**config.mk**
```make
export PLATFORM = sky130hd
export DESIGN_NAME = gpio_in
export DESIGN_NICKNAME = d
export VERILOG_FILES = /design/src/rtl/gpio_in.sv
export SDC_FILE = /design/constraint.sdc
export NUM_CORES = 1
export LEC_CHECK = 0
export ABC_AREA = 1
export CORE_MARGIN = 4
export CORE_UTILIZATION = 56
export CTS_BUF_LIST = sky130_fd_sc_hd__clkbuf_2
export CTS_CLUSTER_SIZE = 24
export DETAILED_ROUTE_END_ITERATION = 12
export PLACE_DENSITY_LB_ADDON = 0.25
export SYNTH_ARGS = -nofsm -noshare
export SYNTH_HDL_FRONTEND = slang
export SYNTH_SLANG_ARGS = --single-unit
```
**constraint.sdc**
```tcl
create_clock -name clk -period 2.6 [get_ports clk]
set_input_delay 0.52 -clock clk [delete_from_list [all_inputs] [get_ports clk]]
set_output_delay 0.52 -clock clk [all_outputs]
set_load 0.05 [all_outputs]
```
**src/rtl/gpio_in.sv**
```systemverilog
// rtl/gpio_in.sv - debounced GPIO input port with sticky edge flags, IRQ and registered read
module gpio_in #(
    parameter int WIDTH           = 4,
    parameter int DEBOUNCE_CYCLES = 16
) (
    input  logic             clk,
    input  logic             rst,
    input  logic [WIDTH-1:0] sw_in,
    input  logic             rd_en,
    input  logic             wr_en,
    input  logic [1:0]       addr,
    input  logic [WIDTH-1:0] wdata,
    output logic [31:0]      rdata,
    output logic             irq
);

    localparam int            CW      = $clog2(DEBOUNCE_CYCLES);
    localparam logic [CW-1:0] CNT_MAX = CW'(DEBOUNCE_CYCLES - 1);

    localparam logic [1:0] A_LEVEL  = 2'd0;
    localparam logic [1:0] A_RISE   = 2'd1;
    localparam logic [1:0] A_FALL   = 2'd2;
    localparam logic [1:0] A_IRQ_EN = 2'd3;

    logic [WIDTH-1:0] s1;
    logic [WIDTH-1:0] s2;
    logic [WIDTH-1:0] stable;
    logic [WIDTH-1:0] rise;
    logic [WIDTH-1:0] fall;
    logic [WIDTH-1:0] irq_en;
    logic [CW-1:0]    cnt [WIDTH];

    logic [WIDTH-1:0] accept;
    logic [WIDTH-1:0] rise_set;
    logic [WIDTH-1:0] fall_set;
    logic [WIDTH-1:0] rise_clr;
    logic [WIDTH-1:0] fall_clr;
    logic [31:0]      rd_val;

    // Two-flop synchroniser for the raw switch levels
    always_ff @(posedge clk or negedge rst) begin
        if (!rst) begin
            s1 <= '0;
            s2 <= '0;
        end else begin
            s1 <= sw_in;
            s2 <= s1;
        end
    end

    // A bit flips once it has disagreed with the stable level for DEBOUNCE_CYCLES edges
    always_comb begin
        accept = '0;
        for (int i = 0; i < WIDTH; i++) begin
            accept[i] = (s2[i] != stable[i]) && (cnt[i] == CNT_MAX);
        end
    end

    assign rise_set = accept & s2;
    assign fall_set = accept & ~s2;

    // Per-bit debounce counters and the accepted stable levels
    always_ff @(posedge clk or negedge rst) begin
        if (!rst) begin
            stable <= '0;
            for (int i = 0; i < WIDTH; i++) begin
                cnt[i] <= '0;
            end
        end else begin
            stable <= stable ^ accept;
            for (int i = 0; i < WIDTH; i++) begin
                if (s2[i] == stable[i] || accept[i]) begin
                    cnt[i] <= '0;
                end else begin
                    cnt[i] <= cnt[i] + 1'b1;
                end
            end
        end
    end

    // Write-one-to-clear masks for the sticky edge flags
    assign rise_clr = (wr_en && addr == A_RISE) ? wdata : '0;
    assign fall_clr = (wr_en && addr == A_FALL) ? wdata : '0;

    // Sticky edge flags (a new edge beats a clear in the same cycle) and interrupt enables
    always_ff @(posedge clk or negedge rst) begin
        if (!rst) begin
            rise   <= '0;
            fall   <= '0;
            irq_en <= '0;
        end else begin
            rise <= (rise & ~rise_clr) | rise_set;
            fall <= (fall & ~fall_clr) | fall_set;
            if (wr_en && addr == A_IRQ_EN) begin
                irq_en <= wdata;
            end
        end
    end

    // Register select for the read port, zero-extended to 32 bits
    always_comb begin
        rd_val = '0;
        case (addr)
            A_LEVEL:  rd_val[WIDTH-1:0] = stable;
            A_RISE:   rd_val[WIDTH-1:0] = rise;
            A_FALL:   rd_val[WIDTH-1:0] = fall;
            A_IRQ_EN: rd_val[WIDTH-1:0] = irq_en;
            default:  rd_val = '0;
        endcase
    end

    // Registered read data, held while no read is in progress
    always_ff @(posedge clk or negedge rst) begin
        if (!rst) begin
            rdata <= '0;
        end else if (rd_en) begin
            rdata <= rd_val;
        end
    end

    assign irq = |((rise | fall) & irq_en);

endmodule
```
==> results.cfg <==
[status]
status = finished, final reports clean

[cts]
post_cts_buffers = 0
root_buffer = clkbuf_2
cts_made_buffers = 5
clkTransAtPathRegs_ps = 200
cts-resized-gates = 0
clkLatencyLatePin_ps = 410
ctsHoldBuffers = 0
numClockSinks = 44
cts_max_path_buffers = 2
htreeDepth = 2
cts_tree = yes

[critical_path]
path_cells = o21ai_0 > nand4_1 > clkdlybuf4s50_1
cpPeakStageDelay_ps = 720
end_kind = primary output
start_kind = flop
crit_family = buffers and inverters
cp.required_ps = 2080
cp_num_buf_inv = 1
crit_arrival_ps = 1920
path_class = reg2out
cp_max_fo = 3
crit_path_top_delay_cell = clkdlybuf4s50_1

[timing]
setup_violations = 0
fin_crit_ps = 2440
tightest_slew_ps = 502
rsz0062_at_grt = no
setup_tns_ps = 0
fmaxAchievable_mhz = 409
slew_violations = 0
fin_crit_sh = 0.939
slew_headroom = 0.664
setup_slack_ps = 158
finClkSkew_ps = 11.4
hold_viol = 0

[floorplan]
dieWidth_um = 69.8
start_util = 0.580
num_rows = 22
die_h_um = 69.8
core-area_um2 = 3690
die_area_um2 = 4880
pin_count = 47

[detailed_routing]
first_iter_violations = 75
wl_per_cell_um = 11.0
finalWirelength_um = 3290
vias = 1407
drt_pass1_iterations = 4
route.detailed.drc = 0
antenna_left = 0
viasPerCell = 4.71

[placed_design]
place_congestion = 0.766
numPortBuffers = 18
hpwlAfterDp_um = 2540
place_ws_ps = 642

[final_layout]
area_delta_synth_final_pct = 7.01
num-nets-final = 268
layout_common_cells = dfrtp_1, nand2_1, conb_1, nor2_1, inv_1
final_common_cell = dfrtp_1
num_antenna_cells = 0
drive_gt1_frac = 0.104

[logic_synthesis]
syn_area_per_cell_um2 = 9.43
synthCells = 227
synthDistinctLibCells = 23
ys_ff_latch = 44
yosysSeqAreaShare = 0.514
yosysWarnings = 0
syn-cell-area_um2 = 2140

[grt]
grt_pass1_wl_um = 5780
track_usage = 0.151
antenna_found_initial = 0
grt_pass1_vias = 1296
gr-total-overflow = 0
grt_start_max_net_pins = 24

[power]
leakage_nw = 1.13
p_per_area_nw_per_um2 = 576
vdd.ir_drop.worst_mv = 0.440

[job]
maxCapViolations = 0

[min_path]
min_path_type = in2async
-- layout make-up --
type | instances | area [um2]
Clock inverter | 1 | 3.75
Fill cell | 313 | 1400
Timing Repair Buffer | 19 | 183
Sequential cell | 44 | 1100
Inverter | 21 | 88.8
Tap cell | 48 | 60.1
Clock buffer | 7 | 35.0
Multi-Input combinational cell | 159 | 820
-- layer usage --
metal	up-vias	wire length, um	track usage
met2	36	1460	0.221
met5	-	0	0
met4	0	48	0.0574
met1	656	1550	0.204
li1	710	-	-
met3	5	229	0.0551
-- synth_stat cells, drive strengths merged --
library cell / instances / area (um2)
nand3: 13 / 75.1
xnor2: 4 / 35.0
buf: 30 / 233
a21oi: 4 / 20.0
o21ai: 29 / 160
conb: 1 / 3.75
o21bai: 3 / 26.3
ha: 4 / 50.1
inv: 20 / 80.1
nand2: 41 / 169
nand4: 1 / 6.26
nor2: 24 / 103
clkinv: 1 / 8.76
xor2: 8 / 70.1
dfrtp: 44 / 1100
-- cell families after synthesis --
family                   count (synthesis)  synth area share
AND/OR/NAND/NOR                         79             0.165
buffers and inverters                   51             0.150
flip-flops                              44             0.514
AO/OA/AOI/OAI                           36            0.0964
XOR/XNOR                                12            0.0491
adder cells (fa/ha/maj)                  4            0.0234
other                                    1           0.00175
-- power breakdown --
group          internal [mW]  switching (mW)  total [mW]
combinational         0.0751           0.205       0.280
sequential             0.731          0.0315       0.762
clock                 0.0719           0.206       0.278
-- flip-flops by register name, indices dropped and copies added (netlist names), named ones only --
register  count
s2            4
irq_en        4
rdata         4
cnt          16
rise          4
s1            4
fall          4
-- worst paths after layout --
| path | to | start | slack [ps] | cells past startpoint |
|---|---|---|---|---|
| worst min register to register | s2[1]$_DFF_PN0_ | s1[1]$_DFF_PN0_ | 370 | 0 |
| worst min-delay path | async pin | rst | 30 | 1 |
| worst max-delay path | irq | rise[2]$_DFF_PN0_ | 160 | 3 |
| worst max register to register | flop | cnt[12]$_DFF_PN0_ | 1520 | 5 |
| max in group asynchronous | fall[0]$_DFF_PN0_ | rst | 1920 | 2 |
| min in group clk | s2[1]$_DFF_PN0_ | s1[1]$_DFF_PN0_ | 370 | 0 |
-- worst register-to-register path: cells and delay by family (launching register included) --
family	cells	cell delay (ps)
DFF	1	430
and+or+nand+nor	3	250
AOI/OAI and AO/OA	1	80
adders and majority gates	1	230
-- stage by stage --
| stage | cells | cell area, um2 | hold slack, ps | power (mW) | utilization |
|---|---|---|---|---|---|
| 6_report | 299 | 2290 | 31.7 | 1.32 | 0.621 |
| 4_1_cts | 299 | 2290 | 36.7 | 1.33 | 0.621 |
| 2_1_floorplan | 254 | 2240 | 224 | 1.01 | - |
| 5_1_grt | 299 | 2290 | 33.4 | 1.39 | 0.621 |
| 3_5_place_dp | 291 | 2250 | 335 | 1.06 | 0.611 |
| 3_3_place_gp | 291 | 2250 | 333 | 1.05 | 0.611 |
No activity file was read; power rests on OpenSTA's default activity.
